File: config.mk
export PLATFORM = sky130hd
export DESIGN_NAME = tc_dbuf_ctrl
export DESIGN_NICKNAME = d
export VERILOG_FILES = /design/src/rtl/tc_dbuf_ctrl.sv
export SDC_FILE = /design/constraint.sdc
export NUM_CORES = 1
export LEC_CHECK = 0
export CAP_MARGIN = 20
export CORE_MARGIN = 4
export CORE_UTILIZATION = 35
export CTS_CLUSTER_SIZE = 30
export DETAILED_ROUTE_END_ITERATION = 10
export PLACE_DENSITY = 0.61
export SYNTH_ARGS = -nofsm -noshare
export SYNTH_HDL_FRONTEND = slang
export SYNTH_SLANG_ARGS = --single-unit
File: constraint.sdc
create_clock -name clk -period 3.65 [get_ports clk]
set_clock_uncertainty 0.05 [all_clocks]
set_input_delay 0.73 -clock clk [delete_from_list [all_inputs] [get_ports clk]]
set_output_delay 0.73 -clock clk [all_outputs]
set_load 0.05 [all_outputs]
File: src/rtl/tc_dbuf_ctrl.sv
// tc_dbuf_ctrl: sequences one output block through the D/C tile buffer.
// Loads N_ROWS rows of C, runs K passes of tensor-core read-modify-write over
// every tile, then drains N_ROWS rows back to memory.
module tc_dbuf_ctrl #(
  parameter int N_ROWS   = 16,
  parameter int NUM_TILE = 16,
  parameter int DW_COL   = 4,
  parameter int DW_K     = 8
) (
  input  logic              clk,
  input  logic              reset,
  input  logic              start,
  input  logic [DW_K-1:0]   k_iters,
  output logic              busy,
  output logic              done,
  input  logic              ld_valid,
  output logic              ld_ready,
  output logic              write_outside_en,
  output logic [DW_COL-1:0] row_in,
  output logic              tc_req,
  input  logic              tc_ack,
  input  logic              tc_done,
  output logic [DW_COL-1:0] ptr_out,
  output logic              write_inside_en,
  output logic [DW_COL-1:0] ptr_in,
  output logic              st_valid,
  input  logic              st_ready,
  output logic [DW_COL-1:0] row_out
);

  typedef enum logic [2:0] {
    IDLE  = 3'd0,
    LOAD  = 3'd1,
    ISSUE = 3'd2,
    WAIT  = 3'd3,
    DRAIN = 3'd4,
    DONE  = 3'd5
  } state_t;

  localparam logic [DW_COL-1:0] ROW_LAST  = DW_COL'(N_ROWS - 1);
  localparam logic [DW_COL-1:0] TILE_LAST = DW_COL'(NUM_TILE - 1);
  localparam logic [DW_K-1:0]   K_ONE     = DW_K'(1);

  state_t            state, state_nxt;
  logic [DW_COL-1:0] row, row_nxt;
  logic [DW_COL-1:0] tile, tile_nxt;
  logic [DW_K-1:0]   iter, iter_nxt;
  logic [DW_K-1:0]   k_reg, k_nxt;

  // State and counter registers; reset drops straight back to IDLE with clean counters
  always_ff @(posedge clk or negedge reset) begin
    if (!reset) begin
      state <= IDLE;
      row   <= '0;
      tile  <= '0;
      iter  <= '0;
      k_reg <= '0;
    end else begin
      state <= state_nxt;
      row   <= row_nxt;
      tile  <= tile_nxt;
      iter  <= iter_nxt;
      k_reg <= k_nxt;
    end
  end

  // Next-state and counter update; counters are returned to 0 at each phase end
  always_comb begin
    state_nxt = state;
    row_nxt   = row;
    tile_nxt  = tile;
    iter_nxt  = iter;
    k_nxt     = k_reg;
    unique case (state)
      IDLE: begin
        if (start) begin
          k_nxt     = k_iters;
          row_nxt   = '0;
          tile_nxt  = '0;
          iter_nxt  = '0;
          state_nxt = LOAD;
        end
      end
      LOAD: begin
        if (ld_valid) begin
          if (row == ROW_LAST) begin
            row_nxt   = '0;
            state_nxt = (k_reg == '0) ? DRAIN : ISSUE;
          end else begin
            row_nxt = row + 1'b1;
          end
        end
      end
      ISSUE: begin
        if (tc_ack) state_nxt = WAIT;
      end
      WAIT: begin
        if (tc_done) begin
          if (tile != TILE_LAST) begin
            tile_nxt  = tile + 1'b1;
            state_nxt = ISSUE;
          end else if (iter != (k_reg - K_ONE)) begin
            tile_nxt  = '0;
            iter_nxt  = iter + K_ONE;
            state_nxt = ISSUE;
          end else begin
            tile_nxt  = '0;
            state_nxt = DRAIN;
          end
        end
      end
      DRAIN: begin
        if (st_ready) begin
          if (row == ROW_LAST) begin
            row_nxt   = '0;
            state_nxt = DONE;
          end else begin
            row_nxt = row + 1'b1;
          end
        end
      end
      DONE: begin
        state_nxt = IDLE;
      end
      default: begin
        state_nxt = IDLE;
      end
    endcase
  end

  // Output decode; strobes depend only on the current state and the live handshake inputs
  always_comb begin
    busy             = (state != IDLE);
    done             = (state == DONE);
    ld_ready         = (state == LOAD);
    write_outside_en = (state == LOAD) && ld_valid;
    row_in           = row;
    tc_req           = (state == ISSUE);
    ptr_out          = tile;
    write_inside_en  = (state == WAIT) && tc_done;
    ptr_in           = tile;
    st_valid         = (state == DRAIN);
    row_out          = row;
  end

endmodule

# After elaboration in Yosys (flattened, before gate mapping)
# Cells that the tools add are included.
dict set report totals {
  ff_bits 27
  word_cells 62
}
dict set report classes {
  reduce_logical 12
  n_eq_ne 17
  add_sub_neg 4
  mux 24
}
# operator count
set op_table {}
lappend op_table {{8-bit 2-to-1 mux} 4}
lappend op_table {{3-bit 2-to-1 mux} 10}
lappend op_table {{4-bit 2-to-1 mux} 6}
lappend op_table {{8-bit case mux with 2 select lines} 1}
lappend op_table {{3-bit case mux with 5 select lines} 1}
lappend op_table {{4-bit case mux with 3 select lines} 1}
lappend op_table {{2-bit inequality test, second input constant} 5}
lappend op_table {{4-bit by 1-bit adder with 4-bit output, second input constant} 2}
lappend op_table {{8-bit by 1-bit adder with 8-bit output, second input constant} 1}
lappend op_table {{8-bit zero test} 1}
lappend op_table {{2-bit by 1-bit inequality test with 1-bit output, second input constant} 4}
lappend op_table {{8-bit inequality test} 1}
lappend op_table {{4-bit case mux with 2 select lines} 1}
lappend op_table {{8-bit by 1-bit subtractor with 8-bit output, second input constant} 1}
lappend op_table {{7-bit AND reduction} 1}
lappend op_table {{3-bit by 2-bit equality test with 1-bit output, second input constant} 2}
lappend op_table {{3-bit equality test, second input constant} 2}
lappend op_table {{3-bit nonzero test} 2}
lappend op_table {{5-bit AND reduction} 1}
lappend op_table {{4-bit equality test, second input constant} 1}
lappend op_table {{4-bit inequality test, second input constant} 1}
lappend op_table {{4-bit AND reduction} 1}
lappend op_table {{3-bit by 1-bit equality test with 1-bit output, second input constant} 1}
lappend op_table {{3-bit zero test} 1}
lappend op_table {{other kinds (4)} 5}

# Depth between registers and ports, before layout
dict set report depth {
  depth_word 6
  depth_mapped 9
}

# Least setup slack after synthesis
# No wires, ideal clock.
dict set report synth_path {
  kind {flip-flop to output port}
  from {register state[0]}
  to {output st_valid}
  slack_ns 1.022
  arrival_ns 1.848
  required_time_ns 2.870
  stages_incl_launch_ff 4
  cell_sequence {dfrtp_1 > buf_6 > clkbuf_1 > nor3b_1}
}
dict set report synth_via {
  elab_chain_len 1
}
# element line_no
set synth_rtl {}
lappend synth_rtl {{start: declaration} 44} ;# state_t state, state_nxt;
lappend synth_rtl {{start signal: assignment} 59} ;# state <= state_nxt;
lappend synth_rtl {{3-bit equality test} 142} ;# st_valid = (state == DRAIN);
lappend synth_rtl {{end: declaration} 26} ;# output logic st_valid,
# No other way between the ends.

# Worst setup path in the final report
dict set report layout_path {
  from {input tc_done}
  to {output write_inside_en}
}
dict set report layout_via {
  elab_chain_len 1
}
# element line_no
set layout_rtl {}
lappend layout_rtl {{start: declaration} 22} ;# input logic tc_done,
lappend layout_rtl {{1-bit logical AND} 140} ;# write_inside_en = (state == WAIT) && tc_done;
lappend layout_rtl {{end: declaration} 24} ;# output logic write_inside_en,
# No other way between the ends.

==> impl_results.rst <==
.. list-table::
   :header-rows: 1

   * - Metric
     - Value
   * - Post-Synthesis Cells
     - 213
   * - Number of synthesis warnings
     - 0
   * - Buffers on Ports
     - 37
   * - Required time reported for the critical path endpoint
     - 2.87 ns
   * - Arrival time at the worst endpoint
     - 2.28 ns
   * - Worst-Margin Slew
     - 0.545 ns
   * - # diodes
     - 0
   * - Cell type contributing the most total cell area after synthesis
     - sky130_fd_sc_hd__dfrtp_1
   * - Most numerous cell types in the synthesized netlist
     - sky130_fd_sc_hd__nand2_1, sky130_fd_sc_hd__dfrtp_1, sky130_fd_sc_hd__o21ai_0
   * - Pwr dens
     - 763 nW/um^2
   * - Number of gates resized after cts
     - 0
   * - Crit path max fanout
     - 3
   * - Total leakage power
     - 0.979 nW
   * - Most instantiated flip-flop cell in the synthesis netlist
     - sky130_fd_sc_hd__dfrtp_1
   * - Total global routing overflow
     - 0
   * - Final Hold Vio Count
     - 0
   * - Area fraction of the dominant cell type after synthesis
     - 0.356
   * - Final GP Congestion
     - 0.800
   * - First-pass GRT wire length
     - 7200 um
   * - Post CTS Setup Buffer Count
     - 0
   * - Die span in y
     - 81.7 um
   * - Max-cap check violation count
     - 0
   * - Min cycle time layout
     - 3.06 ns
   * - Drt first pass iters
     - 4
   * - Library cell used as clock root buffer
     - sky130_fd_sc_hd__clkbuf_8
   * - Post-Syn Area per Cell
     - 8.92 sq um
   * - Number of vias per cell after detailed routing
     - 5.20
   * - Maximum number of pins on one net before global-route repair
     - 28
   * - Count of final max-slew check failures
     - 0
   * - Starting DRC count in detailed routing
     - 48
   * - Buffer depth of the longest clock path
     - 2
   * - CTS clock-pin slew for the worst setup and hold paths
     - 0.10 ns
   * - Total detailed-routing wirelength
     - 4380 um
   * - Total number of nets in the final design
     - 262
   * - Wirelength per Cell
     - 14.1 um
   * - Outcome
     - finished, final reports clean
   * - X dimension of the die
     - 81.7 um
   * - Drc violations
     - 0
   * - Full die area
     - 6670 sq um
   * - Setup TNS
     - 0 ns
   * - Row Count
     - 26
   * - Placeable core area
     - 5170 sq um
   * - Most frequently used cell type in the post-synthesis netlist
     - sky130_fd_sc_hd__nand2_1
   * - Starting density of the core
     - 0.367
   * - Launching element type of the critical path
     - input port
   * - Count of nets left with antenna violations after detail routing
     - 0
   * - Sequential element share of the synthesized area
     - 0.356
   * - Critical path type
     - in -> out
   * - Min-Delay Path Class
     - reg -> reg
   * - Synth area leaders
     - sky130_fd_sc_hd__dfrtp_1, sky130_fd_sc_hd__nand2_1, sky130_fd_sc_hd__buf_4, sky130_fd_sc_hd__ha_1, sky130_fd_sc_hd__o21ai_0
   * - Share of final-layout standard cells stronger than drive strength 1
     - 0.116
   * - I/O pin count
     - 38
   * - Number of global-route vias before repair
     - 1437
   * - Number of flip-flops and latches in the synthesized netlist
     - 27
   * - Async set-or-reset flop fraction in the synthesized netlist
     - 1.00
   * - Total Power Consumption
     - 1.76 mW
   * - Half-perimeter wire length after placement
     - 3150 um
   * - TritonCTS Sinks
     - 27
   * - RSZ-0062 raised after global routing
     - no
   * - Hold Buf Count CTS
     - 0
   * - Count of distinct cell types in the synthesized netlist
     - 57
   * - Number of endpoints failing setup at the final stage
     - 0
   * - Source-to-sink clock delay at the later pin of the worst-skew pair
     - 0.28 ns
   * - Crit. End Element
     - output port
   * - Final Cycle Share
     - 0.838
   * - Count of flip-flops with a built-in enable after synthesis
     - 0
   * - VDD IR max
     - 0.000409 V
   * - Antenna violations before repair
     - 0
   * - GRT Util Overall
     - 0.138
   * - Synth Cell Area
     - 1900 sq um
   * - Utilization of the core after routing
     - 0.446
   * - CTS Buf Count
     - 3
   * - Mapped Nets
     - 233
   * - Tightest slew margin relative to the limit
     - 0.636
   * - Synthesis-to-finish area growth
     - 21.5%
   * - CTS H-Tree Depth
     - 1
   * - TritonCTS clock tree
     - built
   * - Vias after detailed routing
     - 1618
   * - Highest attainable clock frequency
     - 0.327 GHz
layout by cell type (no fill, tap or decap), types with 3 or more instances in the layout:
cell	netlist	final
sky130_fd_sc_hd__nor3_1	6	6
sky130_fd_sc_hd__nand3_1	5	5
sky130_fd_sc_hd__buf_4	10	4
sky130_fd_sc_hd__xor2_1	4	4
sky130_fd_sc_hd__clkbuf_8	0	3
sky130_fd_sc_hd__a31oi_1	3	3
sky130_fd_sc_hd__xnor2_1	5	5
sky130_fd_sc_hd__clkdlybuf4s50_1	0	37
sky130_fd_sc_hd__or3_1	7	7
sky130_fd_sc_hd__o21ai_0	11	11
sky130_fd_sc_hd__nand4_1	3	3
sky130_fd_sc_hd__or4_1	3	3
sky130_fd_sc_hd__inv_1	5	5
sky130_fd_sc_hd__nand2b_1	3	3
sky130_fd_sc_hd__o211ai_1	4	4
sky130_fd_sc_hd__nor2b_1	3	3
sky130_fd_sc_hd__nand2_1	39	39
sky130_fd_sc_hd__nor2_1	10	10
sky130_fd_sc_hd__dfrtp_1	27	27
sky130_fd_sc_hd__a21oi_1	7	7
sky130_fd_sc_hd__mux2_2	3	3
sky130_fd_sc_hd__and3_1	5	5
sky130_fd_sc_hd__ha_1	5	5
layout make-up:
type | count | area (sq um)
fill | 517 | 2860
clock inverter | 1 | 5.00
sequential | 27 | 676
tap | 70 | 87.6
inverter | 5 | 18.8
multi-input combinational | 164 | 1080
clock buffer | 3 | 41.3
timing repair buffer | 41 | 400
per-layer routing:
layer,part of all wire,GRT usage
met1,0.49,0.187
met2,0.47,0.228
met3,0.036,0.0318
met4,0.0057,0.0249
met5,0,0
worst max-delay path: stages:
cell and delay [ns]:
sky130_fd_sc_hd__clkdlybuf4s50_1 0.49, sky130_fd_sc_hd__and4b_1 0.24, sky130_fd_sc_hd__clkdlybuf4s50_1 0.82
through the flow:
step                      area (sq um)  setup slack, ns  hold WS [ns]  cells
after floorplan                   1900             1.02         0.384    213
after global placement            2260            0.594         0.492    307
after detailed placement          2260            0.587         0.496    307
after CTS                         2310            0.587         0.527    311
after global routing              2310            0.506         0.552    311
final                             2310            0.592         0.526    311
where the power goes:
| part | internal (mW) | total, mW | switching, mW |
|---|---|---|---|
| logic | 0.405 | 1.04 | 0.631 |
| registers | 0.386 | 0.549 | 0.163 |
| clock network | 0.0767 | 0.178 | 0.101 |
| total | 0.867 | 1.76 | 0.895 |
final timing paths:
| kind | start | end | slack [ns] | cells after the start |
|---|---|---|---|---|
| worst max-delay path | tc_done | write_inside_en | 0.59 | 3 |
| min in group asynchronous | reset | iter[6]$_DFFE_PN0P_ | 0.77 | 2 |
| max in group asynchronous | reset | k_reg[5]$_DFFE_PN0P_ | 2.51 | 2 |
| worst max register to register | k_reg[0]$_DFFE_PN0P_ | state[1]$_DFFE_PN0P_ | 1.30 | 8 |
| worst min register to register | k_reg[7]$_DFFE_PN0P_ | k_reg[7]$_DFFE_PN0P_ | 0.53 | 2 |
| worst min-delay path | k_reg[7]$_DFFE_PN0P_ | k_reg[7]$_DFFE_PN0P_ | 0.53 | 2 |
kinds of logic (layout without fill, tap and decap cells):
| kind of cell | after synthesis | after routing | synth area share |
|---|---|---|---|
| compound gates | 44 | 44 | 0.175 |
| xor+xnor | 9 | 9 | 0.0415 |
| fa+ha+maj | 5 | 5 | 0.0329 |
| buf+inv | 22 | 50 | 0.0758 |
| flops | 27 | 27 | 0.356 |
| mux | 4 | 4 | 0.0231 |
| simple gates | 102 | 102 | 0.296 |
Note: power is estimated with default switching activity, not from simulation.
